<file path="src/rtl/wb_line_drain.sv">
// Drains one cache line at a time from the write-back FIFO head into a single
// INCR write burst, and lets the cache controller ask whether a label is in flight.
module wb_line_drain #(
    parameter  int LINE_WIDTH  = 256,
    parameter  int DATA_WIDTH  = 32,
    localparam int BEATS       = LINE_WIDTH / DATA_WIDTH,
    localparam int OFFSET      = $clog2(LINE_WIDTH / 8),
    localparam int LABEL_WIDTH = 32 - OFFSET
) (
    input  logic                              clk,
    input  logic                              rst,
    input  logic [LABEL_WIDTH+LINE_WIDTH-1:0] line,
    input  logic                              empty,
    output logic                              pop,
    input  logic [LABEL_WIDTH-1:0]            query_label,
    output logic                              query_inflight,
    output logic                              busy,
    output logic [31:0]                       awaddr,
    output logic [7:0]                        awlen,
    output logic [2:0]                        awsize,
    output logic [1:0]                        awburst,
    output logic                              awvalid,
    input  logic                              awready,
    output logic [DATA_WIDTH-1:0]             wdata,
    output logic [DATA_WIDTH/8-1:0]           wstrb,
    output logic                              wlast,
    output logic                              wvalid,
    input  logic                              wready,
    input  logic                              bvalid,
    output logic                              bready
);

    localparam int BEAT_W = (BEATS > 1) ? $clog2(BEATS) : 1;
    localparam logic [BEAT_W-1:0] LAST_BEAT = BEAT_W'(BEATS - 1);

    typedef enum logic [1:0] {IDLE, ADDR, DATA, RESP} state_t;

    state_t                               state;
    logic [BEAT_W-1:0]                    beat;
    logic [BEATS-1:0][DATA_WIDTH-1:0]     buffer;
    logic [LABEL_WIDTH-1:0]               label;

    // The line is captured on the pop edge so the FIFO may move on immediately.
    always_ff @(posedge clk or posedge rst) begin
        if (rst) begin
            state  <= IDLE;
            beat   <= '0;
            buffer <= '0;
            label  <= '0;
        end else begin
            case (state)
                IDLE: begin
                    if (!empty) begin
                        buffer <= line[LINE_WIDTH-1:0];
                        label  <= line[LINE_WIDTH +: LABEL_WIDTH];
                        state  <= ADDR;
                    end
                end
                ADDR: begin
                    if (awready) begin
                        beat  <= '0;
                        state <= DATA;
                    end
                end
                DATA: begin
                    if (wready) begin
                        if (beat == LAST_BEAT) begin
                            beat  <= '0;
                            state <= RESP;
                        end else begin
                            beat <= beat + 1'b1;
                        end
                    end
                end
                RESP: begin
                    if (bvalid) state <= IDLE;
                end
                default: state <= IDLE;
            endcase
        end
    end

    // All channel outputs are decoded from registered state, so they hold while stalled.
    assign pop            = (state == IDLE) && !empty && !rst;
    assign busy           = (state != IDLE);
    assign query_inflight = busy && (query_label == label);

    assign awvalid = (state == ADDR);
    assign awaddr  = {label, {OFFSET{1'b0}}};
    assign awlen   = 8'(BEATS - 1);
    assign awsize  = 3'($clog2(DATA_WIDTH / 8));
    assign awburst = 2'b01;

    assign wvalid  = (state == DATA);
    assign wdata   = buffer[beat];
    assign wstrb   = '1;
    assign wlast   = (state == DATA) && (beat == LAST_BEAT);

    assign bready  = (state == RESP);

endmodule

</file>
<file path="config.mk">
export PLATFORM = sky130hd
export DESIGN_NAME = wb_line_drain
export DESIGN_NICKNAME = d
export VERILOG_FILES = /design/src/rtl/wb_line_drain.sv
export SDC_FILE = /design/constraint.sdc
export NUM_CORES = 1
export LEC_CHECK = 0
export CAP_MARGIN = 20
export CORE_UTILIZATION = 55
export CTS_BUF_LIST = sky130_fd_sc_hd__clkbuf_8
export DETAILED_ROUTE_END_ITERATION = 12
export DONT_BUFFER_PORTS = 1
export GPL_TIMING_DRIVEN = 0
export HOLD_SLACK_MARGIN = 0.15
export PLACE_DENSITY_LB_ADDON = 0.12
export SLEW_MARGIN = 20
export SYNTH_ARGS = -nofsm -noshare
export SYNTH_HDL_FRONTEND = slang
export SYNTH_SLANG_ARGS = --single-unit
</file>
<file path="constraint.sdc">
create_clock -name clk -period 36.2 [get_ports clk]
set_input_delay 10.86 -clock clk [delete_from_list [all_inputs] [get_ports clk]]
set_output_delay 10.86 -clock clk [all_outputs]
set_load 0.02 [all_outputs]
</file>
==> metrics list, run 1 <==
- Status: finished clean
- The worst path needs 23.09 ns of the cycle, external delays included.
- Yosys mapped a number of flops with a built-in enable equal to 0.
* Number of cells upsized or downsized after cts: 0
- At the pin with the least slew margin, the transition time is 0.894 ns.
- The top cell type by area accounts for 54.6% of the synthesized area.
* Post-CTS setup buffers: 0
- Power per cell area: 97.0 nW/µm²
- STA classifies the critical path endpoint as an output pin.
- IR analysis of the VDD net gives a maximum drop of 0.0494 mV.
* Post-detail-place hpwl: 25.4 mm
- Hold_buf cts: 0
- Number of cells produced by synthesis: 814
* Routed vias: 7363
- Worst path max stage delay: 0.71 ns
- First-pass GRT wire length: 50.0 mm
- After synthesis the cells add up to 13200 µm².
- Final TNS setup: 0 ns
- Cells along the critical path: xor2_1, nor4_1, nand4_1, nor4_1
- Final hold viol count: 0
- Clock latency on the worst-skew pair: 0.57 ns
- The H-tree generated during clock tree synthesis spans 2 levels.
* Synthesis-stage register bit count: 288
- Yosys mapped the design onto 31 distinct sky130hd cell types.
- The count of buffers added on input and output ports is 0.
* CP most frequent cell: nor4_1
* Worst relative slew slack: 39.9%
- The number of max-slew violations in the final report came to 0.
- The tree built by TritonCTS fans out to 288 sinks.
- The worst setup path is launched from an input pin.
* RSZ-0062 raised after global routing: no
- Power comes to 1.43 mW.
- The post-route netlist has 47.9% of its cells at a drive strength greater than 1.
- Routability-driven placement congestion ratio: 0.784
- Area grow syn2layout: 11.6%
- After clock tree synthesis, the clock-pin slew on the worst setup and hold paths is 0.06 ns.
* Slowest library cell on the worst path: nor4_1
* CP max FO: 1
* Initial antenna violation count: 23
- Area of the core: 23500 µm²
* Arrival @ worst endpoint: 12.23 ns
- With fillers left out, the area of the finished cells amounts to 14700 µm².
- DRC violation total after the first TritonRoute iteration: 322
- Row generation in the floorplan step produced 56 rows.
- Entering global routing, the biggest net connects 109 pins.
- Broken down by cell family, the worst path's largest delay share belongs to simple AND/OR/NAND/NOR gates.
* Clock tree from TritonCTS: yes
- In the finished design, the share of the clock period the worst path needs comes to 63.8%.
- No sink is reached through more buffers than the 3 on the longest clock path.
- WL final: 34.2 mm
- Hold crit path type: flip-flop to flip-flop
* Most frequent standard cell in the layout excluding fill and tap cells: dfrtp_1
* Most used cells in the layout excluding fill and tap cells: dfrtp_1 (288), mux2_2 (236), mux2_1 (80)
* Portion of the post-synthesis area used by sequential elements: 54.6%
- On the final layout, the worst clock skew is 0.0291 ns.
- Top achievable clock speed: 0.0433 GHz
* Classification of the worst setup path: input pin to output pin
* GRT Resource Usage Total: 28.2%
* Synthesis Warnings: 0
- Area of the die: 24600 µm²
* Final routed DRC violation total: 0
- The initial utilization of the core area, before any placement, comes to 56.2%.
* Fraction of registers with async set or reset after synthesis: 100%
* Grt ovf: 0
* TritonRoute pass-1 iters: 4
- Once detail routing completed, the nets flagged for antenna violations numbered 0.
* Mean number of vias per cell: 5.89
* Number of nets in the finished design: 1209
- After detailed routing, the average wire length per cell comes to 27.4 µm.
- Boundary pin count: 404
* Worst hold slack across all endpoints: 0.483 ns
- For the worst setup path, the data required time is 25.34 ns.
* Clock Tree Root: clkbuf_8
- From bottom edge to top edge, the die measures 157 µm.
- Die X-Extent: 157 µm
- The number of buffers and inverters on the critical path is 0.
- Summing all placed instances gives a cell area of 13700 µm².
* TritonCTS buffer count: 48
* Setup violation total in the final timing report: 0
* Number of global-route vias before repair: 8387
- dfrtp_1 takes more of the synthesized area than any other cell.
* Leading post-synthesis cells by cell area: dfrtp_1 (55%), mux2_2 (20%), mux4_2 (11%)
* Most instantiated flip-flop cell in the synthesis netlist: dfrtp_1
- For this design the static power due to leakage is 6.24 nW.
- Max-cap violations: 0
* Syn_area_per_cell: 16.2 µm²
## cells in the mapped netlist, drive strengths merged (2+ instances only)
cell type	instances
buf	67
clkbuf	5
conb	2
dfrtp	288
ha	7
inv	6
mux2	316
mux2i	2
mux4	64
nand2b	3
nand4	5
nor2	3
nor4	5
o21ai	4
xnor2	12
xor2	15
## worst paths after layout
path | start | end | slack [ns] | cells past startpoint
min in group asynchronous | rst | buffer[112] | 10.22 | 1
max | query_label[21] | query_inflight | 13.11 | 4
max reg2reg | state[0] | buffer[101] | 33.91 | 7
min | buffer[233] | buffer[233] | 0.48 | 1
max in group asynchronous | rst | label[11] | 25.06 | 2
min reg2reg | buffer[233] | buffer[233] | 0.48 | 1
## through the flow
stage / worst slack, ns / util (%) / std cells
2_1_floorplan: 13.34 / - / 834
3_3_place_gp: 13.07 / 58.2 / 1153
3_5_place_dp: 13.09 / 58.5 / 1155
4_1_cts: 13.08 / 62.5 / 1234
5_1_grt: 13.07 / 62.7 / 1248
6_report: 13.11 / 62.7 / 1251
## cell families (layout without fill, tap and decap cells)
family	after synthesis	in the layout	share of synthesized area, %
buf+inv	78	159	3.48
xor+xnor	27	27	1.79
fa+ha+maj	7	7	0.664
mux	382	382	38.0
flops	288	288	54.6
compound gates	9	9	0.417
other cells	2	39	0.0569
simple gates	21	21	0.920
## sequential cells by signal, summed over array words and instances (netlist names)
name / cells
beat: 3
label: 27
buffer: 256
state: 2
## per-layer routing
metal	vias to the layer above	GRT usage (%)	wire (µm)
met5	-	0	71
met4	12	13.0	1150
met3	81	9.53	3180
met2	315	49.2	17700
met1	3840	31.0	12200
li1	3115	-	-
## where the power goes
part | internal (mW) | switching, mW
logic | 0.294 | 0.246
registers | 0.488 | 0.115
clock network | 0.159 | 0.128
total | 0.940 | 0.488
## layout make-up
type / instances / area [µm²]
clock buffers: 58 / 798
flip-flops and latches: 288 / 7210
repair buffers: 2 / 55.1
diodes: 17 / 42.5
plain buffers: 72 / 437
fillers: 1742 / 8750
well taps: 319 / 399
inverters: 6 / 30.0
multi-input cells: 468 / 5600
clock inverters: 21 / 153
Power figures use the tool's default switching activity.
==> run 2: changes to the inputs <==
==> constraint.sdc (replaced) <==
create_clock -name clk -period 19.4 [get_ports clk]
set_input_delay 5.82 -clock clk [delete_from_list [all_inputs] [get_ports clk]]
set_output_delay 5.82 -clock clk [all_outputs]
set_load 0.02 [all_outputs]
==> results of run 2 <==
The final DEF is identical to that of run 1. Status: finished clean.
Main changes from that run: setup slack after placement 13.09 ns -> 6.37 ns; setup slack after layout 13.11 ns -> 6.39 ns; register-to-register setup slack 33.91 ns -> 17.11 ns; total power 1.43 mW -> 2.67 mW; worst IR drop on VDD 0.0494 mV -> 0.0921 mV
